**src/rtl/alu_pkg.sv**
```systemverilog
// Shared types for the ALU datapath: op decode, stage-count helper and the pipeline stage record.
package alu_pkg;

   localparam int ALU_MAX_W = 64;

   typedef enum logic {
      OP_ADD = 1'b0,
      OP_SUB = 1'b1
   } op_e;

   // Operand/sum fields are sized for the widest datapath; narrower builds zero-extend.
   typedef struct packed {
      logic                 valid;
      logic                 sat;
      logic                 carry;
      logic [ALU_MAX_W-1:0] a;
      logic [ALU_MAX_W-1:0] b;
      logic [ALU_MAX_W-1:0] sum;
   } stage_t;

   function automatic int stages_f(input int width, input int chunk);
      return (chunk > 0) ? width / chunk : 0;
   endfunction

endpackage

```
**src/rtl/rca_chunk.sv**
```systemverilog
// CHUNK-bit combinational ripple-carry segment; also exports the carry into its MSB.
module rca_chunk #(
   parameter int CHUNK = 4
) (
   input  logic [CHUNK-1:0] a,
   input  logic [CHUNK-1:0] b,
   input  logic             cin,
   output logic [CHUNK-1:0] s,
   output logic             cout,
   output logic             c_msb
);
   logic [CHUNK:0] c;

   always_comb begin
      c    = '0;
      s    = '0;
      c[0] = cin;
      for (int k = 0; k < CHUNK; k++) begin
         s[k]   = a[k] ^ b[k] ^ c[k];
         c[k+1] = (a[k] & b[k]) | (c[k] & (a[k] ^ b[k]));
      end
   end

   assign cout  = c[CHUNK];
   assign c_msb = c[CHUNK-1];

endmodule

```
**src/rtl/pipe_addsub.sv**
```systemverilog
// Pipelined WIDTH-bit adder/subtractor, one CHUNK-bit ripple segment per register stage.
// Define PIPE_ADDSUB_SAT_EN to add port sat, which clamps signed overflow to max/min.
module pipe_addsub
   import alu_pkg::*;
#(
   parameter int WIDTH = 16,
   parameter int CHUNK = 4
) (
   input  logic             clk,
   input  logic             rst,
   input  logic             in_valid,
   output logic             in_ready,
   input  logic [WIDTH-1:0] op1,
   input  logic [WIDTH-1:0] op2,
   input  logic             carry_in,
   input  logic             sub,
`ifdef PIPE_ADDSUB_SAT_EN
   input  logic             sat,
`endif
   output logic             out_valid,
   input  logic             out_ready,
   output logic [WIDTH-1:0] sum,
   output logic             carry_out,
   output logic             overflow,
   output logic             zero,
   output logic             negative
);
   localparam int STAGES = stages_f(WIDTH, CHUNK);
   localparam logic [WIDTH-1:0] SMIN = {1'b1, {(WIDTH-1){1'b0}}};
   localparam logic [WIDTH-1:0] SMAX = ~SMIN;

   if ((CHUNK < 1) || (WIDTH % CHUNK != 0) || (WIDTH > ALU_MAX_W)) begin : g_bad_cfg
      $error("pipe_addsub: WIDTH must be a non-zero multiple of CHUNK and at most ALU_MAX_W");
   end

   op_e                          op;
   logic                         sat_in;
   stage_t                       src   [STAGES];
   stage_t                       nxt   [STAGES];
   stage_t                       stg_q [STAGES];
   logic [STAGES-1:0]            v;
   logic [STAGES-1:0]            rdy;
   logic [STAGES-1:0][CHUNK-1:0] s_w;
   logic [STAGES-1:0]            cout_w;
   logic [STAGES-1:0]            cmsb_w;
   logic [WIDTH-1:0]             raw_sum;
   logic [WIDTH-1:0]             fin_sum;
   logic                         fin_ovf;
   logic                         ovf_q;
   logic                         zero_q;
   logic                         neg_q;
   logic                         unused_bits;

   assign op = sub ? OP_SUB : OP_ADD;

`ifdef PIPE_ADDSUB_SAT_EN
   assign sat_in = sat;
`else
   assign sat_in = 1'b0;
`endif

   // Subtraction is folded in at entry: invert B and the borrow, then every stage just adds.
   always_comb begin
      src[0]       = '0;
      src[0].valid = in_valid;
      src[0].sat   = sat_in;
      src[0].a     = ALU_MAX_W'(op1);
      src[0].b     = ALU_MAX_W'((op == OP_SUB) ? ~op2 : op2);
      src[0].carry = (op == OP_SUB) ? ~carry_in : carry_in;
      for (int i = 1; i < STAGES; i++) begin
         src[i] = stg_q[i-1];
      end
   end

   for (genvar i = 0; i < STAGES; i++) begin : g_stage
      rca_chunk #(.CHUNK(CHUNK)) u_rca (
         .a     (src[i].a[i*CHUNK +: CHUNK]),
         .b     (src[i].b[i*CHUNK +: CHUNK]),
         .cin   (src[i].carry),
         .s     (s_w[i]),
         .cout  (cout_w[i]),
         .c_msb (cmsb_w[i])
      );
      assign v[i]   = stg_q[i].valid;
      assign rdy[i] = out_ready || !(&v[STAGES-1:i]);
   end

   always_comb begin
      for (int i = 0; i < STAGES; i++) begin
         nxt[i]                         = src[i];
         nxt[i].sum[i*CHUNK +: CHUNK]   = s_w[i];
         nxt[i].carry                   = cout_w[i];
      end
      raw_sum = nxt[STAGES-1].sum[WIDTH-1:0];
      fin_ovf = cmsb_w[STAGES-1] ^ cout_w[STAGES-1];
      fin_sum = raw_sum;
      // A wrapped-negative result means the true value overflowed upward.
      if (src[STAGES-1].sat && fin_ovf) begin
         fin_sum = raw_sum[WIDTH-1] ? SMAX : SMIN;
      end
      nxt[STAGES-1].sum[WIDTH-1:0] = fin_sum;
   end

   always_ff @(posedge clk or posedge rst) begin
      if (rst) begin
         for (int i = 0; i < STAGES; i++) begin
            stg_q[i] <= '0;
         end
         ovf_q  <= 1'b0;
         zero_q <= 1'b0;
         neg_q  <= 1'b0;
      end else begin
         for (int i = 0; i < STAGES; i++) begin
            if (rdy[i]) begin
               if (src[i].valid) begin
                  stg_q[i] <= nxt[i];
               end else begin
                  stg_q[i].valid <= 1'b0;
               end
            end
         end
         if (rdy[STAGES-1] && src[STAGES-1].valid) begin
            ovf_q  <= fin_ovf;
            zero_q <= (fin_sum == '0);
            neg_q  <= fin_sum[WIDTH-1];
         end
      end
   end

   assign in_ready  = rdy[0];
   assign out_valid = stg_q[STAGES-1].valid;
   assign sum       = stg_q[STAGES-1].sum[WIDTH-1:0];
   assign carry_out = stg_q[STAGES-1].carry;
   assign overflow  = ovf_q;
   assign zero      = zero_q;
   assign negative  = neg_q;

   // Operand copies and early-stage MSB carries are dead once the last stage is loaded.
   assign unused_bits = ^{stg_q[STAGES-1], cmsb_w};

endmodule
```
**config.mk**
```make
export PLATFORM = sky130hd
export DESIGN_NAME = pipe_addsub
export DESIGN_NICKNAME = d
export VERILOG_FILES = /design/src/rtl/alu_pkg.sv /design/src/rtl/rca_chunk.sv /design/src/rtl/pipe_addsub.sv
export SDC_FILE = /design/constraint.sdc
export NUM_CORES = 1
export LEC_CHECK = 0
export BUFFER_PORTS_ARGS = -buffer_cell sky130_fd_sc_hd__buf_2
export CAP_MARGIN = 20
export CORE_ASPECT_RATIO = 0.75
export CORE_MARGIN = 3
export CORE_UTILIZATION = 50
export DETAILED_ROUTE_END_ITERATION = 16
export PLACE_DENSITY_LB_ADDON = 0.1
export SYNTH_ARGS = -nofsm -noshare
export SYNTH_HDL_FRONTEND = slang
export SYNTH_SLANG_ARGS = --single-unit
```
**constraint.sdc**
```tcl
create_clock -name clk -period 3.75 [get_ports clk]
set_clock_uncertainty 0.05 [all_clocks]
set_input_delay 0.75 -clock clk [delete_from_list [all_inputs] [get_ports clk]]
set_output_delay 0.75 -clock clk [all_outputs]
set_load 0.1 [all_outputs]
```
# Word level (Yosys, flattened, before mapping)

Cells that the tools add are included.

Reduce and logical (&&, ||, !) cells: 17
Muxes and demuxes: 7
Bitwise logic cells: 83

Operator list:

| cell                | number |
|---|---|
| bitwise XOR 1 bit   | 33 |
| AND 1 bit           | 32 |
| zero test 16 bit    | 1 |
| 2-to-1 mux 16 bit   | 1 |
| inverter 16 bit     | 1 |
| OR 1 bit            | 16 |
| AND reduction 2 bit | 5 |
| 2-to-1 mux 1 bit    | 6 |
| zero test 1 bit     | 4 |
| logical OR 1 bit    | 4 |
| AND reduction 4 bit | 1 |
| AND reduction 3 bit | 1 |
| logical AND 1 bit   | 1 |
| inverter 1 bit      | 1 |

Register bits after elaboration: 147
Bits of input ports: 38

# Depth between registers and ports, before layout

Gate-level depths: netlist of run 1.

Depth after elaboration: 11
Mapped depth: 11
Mapped depth without buffers: 10

# Hierarchy

From an unflattened synthesis of run 1, not the netlist that was laid out.

Cell total of the unflattened synthesis: 289
Area total of the unflattened synthesis: 4345.4 µm²

Modules (own cells, without submodules):

| module      | cells each | times used | area each (µm²) | seq. area each (µm²) |
|---|---|---|---|---|
| pipe_addsub | 241        | 1          | 3905.0          | 2452.4 |
| rca_chunk   | 12         | 4          | 110.1           | 0.0 |

# Worst setup path after synthesis of run 1

Ideal clock, no wire load.

Path kind: input-to-reg
Start point: input port sub
End point: register stg_q (netlist bit nxt[393])
Arrival time: 3.035 ns
Path slack: 0.540 ns
Stages on the path: 11
Data required time: 3.575 ns
Cell sequence: buf_2 -> buf_2 -> xnor2_1 -> fa_1 -> inv_1 -> fa_1 -> inv_1 -> fa_1 -> inv_1 -> fa_1 -> mux2_4

Word-level cells in the longest chain between the ends: 10
Elaborated cells on any way between the ends: 17

RTL lines:

| what                            | RTL line           | RTL |
|---|---|---|
| start, declared                 | pipe_addsub.sv:16  | `input logic sub,` |
| 2-to-1 mux 1 bit *              | pipe_addsub.sv:54  | `assign op = sub ? OP_SUB : OP_ADD;` |
| 2-to-1 mux 16 bit               | pipe_addsub.sv:68  | `src[0].b = ALU_MAX_W'((op == OP_SUB) ? ~op2 : op2);` |
| bitwise XOR 1 bit               | rca_chunk.sv:20    | `c[k+1] = (a[k] & b[k]) \| (c[k] & (a[k] ^ b[k]));` |
| AND 1 bit                       | rca_chunk.sv:20    |  |
| OR 1 bit                        | rca_chunk.sv:20    |  |
| AND 1 bit                       | rca_chunk.sv:20    |  |
| OR 1 bit                        | rca_chunk.sv:20    |  |
| AND 1 bit                       | rca_chunk.sv:20    |  |
| OR 1 bit                        | rca_chunk.sv:20    |  |
| bitwise XOR 1 bit *             | rca_chunk.sv:19    | `s[k] = a[k] ^ b[k] ^ c[k];` |
| named net g_stage[0].u_rca.s[3] | rca_chunk.sv:8     | `output logic [CHUNK-1:0] s,` |
| end signal, assigned by index   | pipe_addsub.sv:116 | `stg_q[i] <= nxt[i];` |
| end, declared                   | pipe_addsub.sv:40  | `stage_t stg_q [STAGES];` |

Mark *: on every way through the listed nets, which the timed path passes. The rest lies on a longest branch.
A chain may end at the register's enable or synchronous reset.

# Worst setup path in the final report of run 1

Start point: register stg_q (netlist bit src[192])
End point: register zero_q, in the netlist zero

Word-level cells in the longest chain between the ends: 8
Elaborated cells on any way between the ends: 11

RTL lines:

| what                 | RTL line           | RTL |
|---|---|---|
| AND 1 bit            | rca_chunk.sv:20    |  |
| OR 1 bit             | rca_chunk.sv:20    |  |
| AND 1 bit            | rca_chunk.sv:20    |  |
| OR 1 bit             | rca_chunk.sv:20    |  |
| AND 1 bit            | rca_chunk.sv:20    |  |
| OR 1 bit             | rca_chunk.sv:20    |  |
| bitwise XOR 1 bit    | rca_chunk.sv:19    |  |
| zero test 16 bit *   | pipe_addsub.sv:124 | `zero_q <= (fin_sum == '0);` |
| end signal, assigned | pipe_addsub.sv:124 |  |
| end, declared        | pipe_addsub.sv:50  | `logic zero_q;` |

Every way passes the cells marked *; elsewhere a longest branch is shown, timed or not.

==> out/metrics.cfg, run 1 <==
[status]
outcome=finished, final reports clean

[routing]
via_count=2349
route.detailed.drc=0
wl_met2_um=2976
finalWirelength_um=7316
wl_met3_um=322
vias_per_cell=4.987
dr.max_layer_used=met4
dr.pass1.iters=4
wl_per_cell_um=15.53
drtAntennaViolNets=0
wl_met1_um=3920
drtIter0Drc=90

[floorplanning]
die_w_um=113.4
die_area_um2=9823
io_pins=60
initial_core_util_pct=53.03
die_h_um=86.59
row_count=28
core_um2=8163

[setup_path]
worst-path-buf-inv=3
critPathMaxFanout=2
crit_cells=10
reg2reg_depth=10
cpPeakStageDelay_ns=0.54
startpoint_type=flop
critPathMostFrequentCell=fa_1
critPathKind=flop to flop
endpoint_kind=flop
cp_top_family=adder cells
crit_arrival_ns=2.83
required_ns=3.94
crit_path_top_delay_cell=fa_1
path_cells=inv_1, fa_1, inv_1, fa_1, fa_1, inv_1, fa_1, nor4b_1, nand4_1, mux2i_1

[cts]
post_cts_buffers=0
clock_latency_ns=0.34
cts_resized=0
cts_tree=done
path_clk_slew_ns=0.06
holdBufCountCts=0
cts.sinks=98
cts_made_buffers=9
htree_levels=3
cts-root-buf=clkbuf_16
clock_path_buffers=2

[synthesis]
synth_cell_type_count=25
synth_edf_count=0
yosysWarningCount=0
synth-main-ff-cell=dfrtp_1
synth_area_leader_cell=dfrtp_1
synth_top_area_share_pct=56.65
synthArstFlopShare_pct=100.0
syn-instance-count=303
synth_area_um2=4329
ys_ff_latch=98
yosys.cell_count.top_type=dfrtp_1
ys_top_cells_by_count=dfrtp_1 (98), mux2_2 (68), inv_1 (33), fa_1 (16), o21ai_0 (14)
ys_seq_area_share_pct=56.65
synth.area.top_cells=dfrtp_1 (57%), mux2_2 (18%), fa_1 (7.4%)
synth_fp_nets=357
avgSynthCellArea_um2=14.29

[placement]
post_dp_cell_area_um2=4706
place_inst=458
dp_hpwl_um=5343
port_buffers=59
globalplace.congestion=0.8232

[sta]
clock.fmax_mhz=378.1
tightestPinTransition_ns=1.089
tns_ns=0
setup_violations=0
post-route-period-util_pct=70.53
slew_headroom_pct=27.23
hold_viol_final=0
drv_slew=0
rsz0062_at_grt=no
period_minus_slack_ns=2.645

[grt]
grt_pass1_vias=2383
antenna_found_initial=0
grt_pass1_wl_um=12380
grt_max_degree=46
grt_usage_pct=16.65
grt_overflow=0

[finish]
layout-drive-gt1-share_pct=41.53
finalInstanceArea_um2=4966
area_delta_synth_final_pct=14.71
layout.cells.non_filler=471
nNetsFinal=418
num-fill-cells=653
n_antenna_cell=0

[power_and_ir_drop]
leakagePower_nw=2.318
power.total_w=0.004241
worst_ir_drop_vdd_mv=0.8193
power_density_nw_per_um2=854.0

[worst_hold_path]
min_path_type=primary input to asynchronous set/reset pin

[job]
maxCapViolations=0

[cell families (layout without fill, tap and decap cells)]
group,after synthesis,in the layout,synth area share (%)
DFF,98,98,56.65
muxes,81,81,21.39
buffers and inverters,46,109,4.942
AOI/OAI and AO/OA,23,23,2.832
and+or+nand+nor,21,21,3.150
xor gates and xnor gates,18,18,3.642
adders and majority gates,16,16,7.399
[layer usage]
metal	global-route usage (%)	vias up
li1	-	1129
met1	26.29	1158
met2	21.83	51
met3	4.885	11
met4	5.568	0
met5	0	-
[worst paths after layout]
path	start	to	slack, ns
worst min register to register	sum[6]	sum[6]	0.45
min in group clk	sum[6]	sum[6]	0.45
worst max register to register	src[192]	zero	1.11
max in group asynchronous	rst	nxt[335]	2.43
worst max-delay path	src[192]	zero	1.11
worst min-delay path	rst	sum[4]	0.42
[placed cells by master (no fill, tap or decap)]
master / synthesis / layout
and2_1: 1 / 1
mux2_2: 68 / 68
xor2_1: 12 / 12
mux2i_1: 7 / 7
inv_4: 0 / 1
inv_1: 33 / 32
clkbuf_1: 0 / 2
nand2_1: 4 / 4
nor4b_1: 2 / 2
xnor2_1: 6 / 6
nand3b_2: 1 / 1
a31oi_1: 1 / 1
a21oi_1: 7 / 7
nand4_1: 1 / 1
o21ai_0: 14 / 14
a21boi_4: 0 / 1
and4b_4: 1 / 1
nand2b_1: 4 / 4
fa_1: 16 / 16
clkbuf_8: 0 / 2
buf_4: 5 / 4
nand4b_1: 1 / 1
nor4_1: 2 / 2
nand3_1: 4 / 4
buf_2: 6 / 59
clkbuf_16: 0 / 9
dfrtp_1: 98 / 98
mux2_4: 6 / 6
[stage by stage]
| stage | hold slack, ns | util, % | setup slack, ns |
|---|---|---|---|
| after global placement | 0.4324 | 57.65 | 0.8248 |
| after CTS | 0.4346 | 60.84 | 1.049 |
| final | 0.4169 | 60.84 | 1.105 |
| after detailed placement | 0.4380 | 57.65 | 0.7415 |
| after floorplan | 0.4131 | - | 0.3879 |
| after global routing | 0.4622 | 60.84 | 0.9270 |
[layout make-up]
cell class | count | area [µm²] | share of cell area (%)
tap | 105 | 131.4 | 2.646
inverter | 33 | 126.4 | 2.545
timing repair buffer | 63 | 325.3 | 6.551
clock buffer | 13 | 260.3 | 5.241
multi-input combinational | 159 | 1670 | 33.64
sequential | 98 | 2452 | 49.38
[registers in the layout, indices dropped and copies added, names as in the netlist]
register and flops:
src 3, negative 1, raw_sum 12, carry_out 1, out_valid 1, zero 1, sum 15, overflow 1
nxt 63
[report_power, final]
group          total, W  switching (W)  internal (W)
Clock          0.000823       0.000348      0.000475
Combinational   0.00175        0.00119      0.000555
Sequential      0.00167       0.000234       0.00143
Power figures use the tool's default switching activity.
==> run 2: changes to the inputs <==
==> constraint.sdc (replaced) <==
create_clock -name clk -period 2.22 [get_ports clk]
set_clock_uncertainty 0.05 [all_clocks]
set_input_delay 0.444 -clock clk [delete_from_list [all_inputs] [get_ports clk]]
set_output_delay 0.444 -clock clk [all_outputs]
set_load 0.1 [all_outputs]
==> run 2 against run 1 <==
  * The flow now finishes with violations (negative setup slack)
  * Clock power increased by 93%
  * Routed wire length rose by 3.8%
  * Core utilization increased by 3.4 points
  * Sequential share of layout area is 2.6 points lower
  * Critical path depth did not move
  * Register-to-register slack got worse by 1.3 ns
  * Highest routed layer unchanged
  * Cell count is 3.2% higher
  * Cell area grew 5.6%
  * Via count increased by 4.1%
  * Die area stayed put
  * Maximum frequency grew 10%
  * Clock-buffer cell count unchanged
==> out/metrics.cfg, run 2 (same netlist as run 1, synthesis figures left out) <==
[status]
outcome=complete, but fails checks
violations=negative setup slack

[routing]
drtAntennaViolNets=0  ; unchanged
via_count=2445  ; +4.1%
vias_per_cell=5.031  ; +0.87%
finalWirelength_um=7597  ; +3.8%
drtIter0Drc=59  ; -34%
wl_per_cell_um=15.63  ; +0.64%
route.detailed.drc=0  ; unchanged
dr.pass1.iters=4  ; unchanged

[cts]
cts_made_buffers=9  ; unchanged
path_clk_slew_ns=0.06  ; about the same
clock_latency_ns=0.34  ; about the same
cts.sinks=98  ; unchanged
clock_path_buffers=2  ; unchanged
holdBufCountCts=0  ; unchanged
htree_levels=3  ; unchanged
cts-root-buf=clkbuf_16
cts_tree=done

[power_and_ir_drop]
p_seq_share_pct=36.4  ; -2.9 points
power_density_nw_per_um2=1492  ; +75%
swShare_pct=40.66  ; -1.2 points
leakagePower_nw=2.404  ; +3.7%
worst_ir_drop_vdd_mv=1.398  ; +71%
power_switching_w=0.003183  ; +79%
clkPwrFrac_pct=20.3  ; +0.9 points
p_int_w=0.004645  ; +88%
combPwrFrac_pct=43.3  ; +2.0 points
power.total_w=0.007828  ; +85%

[grt]
grt_usage_pct=16.95  ; +0.31 points
grt_overflow=0  ; unchanged
grt_pass1_vias=2500  ; +4.9%
grt_max_degree=44  ; -4.3%
antenna_found_initial=0  ; unchanged
grt_pass1_wl_um=12740  ; +2.9%

[floorplanning]
row_count=28  ; unchanged
die_w_um=113.4  ; unchanged
die_h_um=86.59  ; unchanged
io_pins=60  ; unchanged
initial_core_util_pct=53.03  ; unchanged
core_um2=8163  ; unchanged
die_area_um2=9823  ; unchanged

[placement]
place_inst=466  ; +1.7%
port_buffers=59  ; unchanged
dp_hpwl_um=5400  ; +1.1%
globalplace.congestion=0.7600  ; -7.7%
dp_slack_ns=-0.4242  ; -1.166 ns

[setup_path]
startpoint_type=flop
crit_arrival_ns=2.60  ; -0.23 ns
critPathMaxFanout=2  ; unchanged
worst-path-buf-inv=5  ; +2
required_ns=2.43  ; -1.51 ns
endpoint_kind=flop
path_cells=inv_2, fa_2, inv_2, fa_2, fa_2, inv_2, fa_1, buf_4, buf_6, a31oi_4
cpPeakStageDelay_ns=0.43  ; -0.11 ns
critPathKind=flop to flop
crit_path_top_delay_cell=fa_1
cp_top_family=adder cells

[sta]
slew_headroom_pct=43.14  ; +16 points
tightestPinTransition_ns=0.8528  ; -0.2360 ns
period_minus_slack_ns=2.396  ; -0.2494 ns
rsz0062_at_grt=yes
setup_violations=3  ; +3
drv_slew=0  ; unchanged
setup_slack_ns=-0.1756  ; -1.281 ns
clock.fmax_mhz=417.4  ; +10%
post-route-period-util_pct=107.9  ; +37 points
hold_viol_final=0  ; unchanged

[finish]
mostFrequentLayoutCells=dfrtp_1 (97), mux2_2 (68), buf_2 (57)
nNetsFinal=430  ; +2.9%
layout.cells.non_filler=486  ; +3.2%
layout-drive-gt1-share_pct=51.18  ; +9.7 points
area_delta_synth_final_pct=21.16
mostFrequentLayoutCell=dfrtp_1
n_antenna_cell=0  ; unchanged
largest_reg_flops=63  ; unchanged

[worst_hold_path]
min_path_type=primary input to asynchronous set/reset pin

[job]
maxCapViolations=0  ; unchanged

run 2: cell count changes in the layout (fill, tap and decap cells not counted), sizes merged:
| cell | delta |
|---|---|
| inv | -1 |
| buf | +12 |
| bufinv | +2 |
| clkinv | +1 |
| clkinvlp | +1 |
run 2: final cells by class:
cell class | instances | area (µm²)
flip-flops and latches | 98 | 2454
clock buffers | 13 | 240.2
inverters | 33 | 127.6
multi-input cells | 159 | 1749
well taps | 105 | 131.4
clock inverters | 3 | 65.06
fillers | 642 | 2918
repair buffers | 75 | 478.0
run 2: power groups by stage:
stage	logic (W)	registers, W	clock network (W)
finish	0.00339	0.00285	0.00159
global route	0.00362	0.00294	0.00171
CTS	0.00326	0.00285	0.00163
detailed placement	0.00315	0.00287	0
global placement	0.00310	0.00284	0
floorplan	0.00135	0.00395	0
run 2: worst paths after layout:
path | cells after the start | endpoint | start | slack, ns
setup / recovery | 10 | negative | nxt[76] | -0.18
hold / removal | 2 | sum[4] | rst | 0.09
setup reg to reg | 10 | negative | nxt[76] | -0.18
hold reg to reg | 1 | sum[5] | sum[5] | 0.45
max in group asynchronous | 3 | nxt[465] | rst | 1.46
min in group clk | 2 | nxt[584] | in_valid | 0.27
run 2: metrics by stage:
stage | setup TNS, ns | util, % | hold WS, ns | instance area (µm²)
floorplan | -0.8123 | - | 0.4131 | 4399
global placement | -0.8610 | 59.37 | 0.4319 | 4846
detailed placement | -1.046 | 59.37 | 0.4397 | 4846
CTS | -0.2499 | 63.53 | 0.08970 | 5186
global route | -0.6708 | 64.26 | 0.1086 | 5245
finish | -0.3332 | 64.26 | 0.08870 | 5245
run 2: repair_timing:
| action | 4_1_cts | 5_1_grt |
|---|---|---|
| buffers inserted | 1 | 3 |
| setup endpoints to repair | 6 | 6 |
| resized for setup | 12 | 12 |
| pin swaps | 9 | 10 |
| hold endpoints to repair | 0 | 0 |
run 2: worst register-to-register path, cell delays in order, from the launching register on:
cell and delay, ns:
dfrtp_1 0.37, inv_2 0.07, fa_2 0.20, inv_2 0.04
fa_2 0.33, fa_2 0.36, inv_2 0.06, fa_1 0.43
buf_4 0.16, buf_6 0.11, a31oi_4 0.14
run 2: layer usage:
| layer | vias up | wire (µm) | GRT usage (%) |
|---|---|---|---|
| li1 | 1163 | - | - |
| met1 | 1218 | 3858 | 25.06 |
| met2 | 54 | 3220 | 24.09 |
| met3 | 10 | 421 | 5.373 |
| met4 | 0 | 97 | 5.240 |
| met5 | - | 0 | 0 |
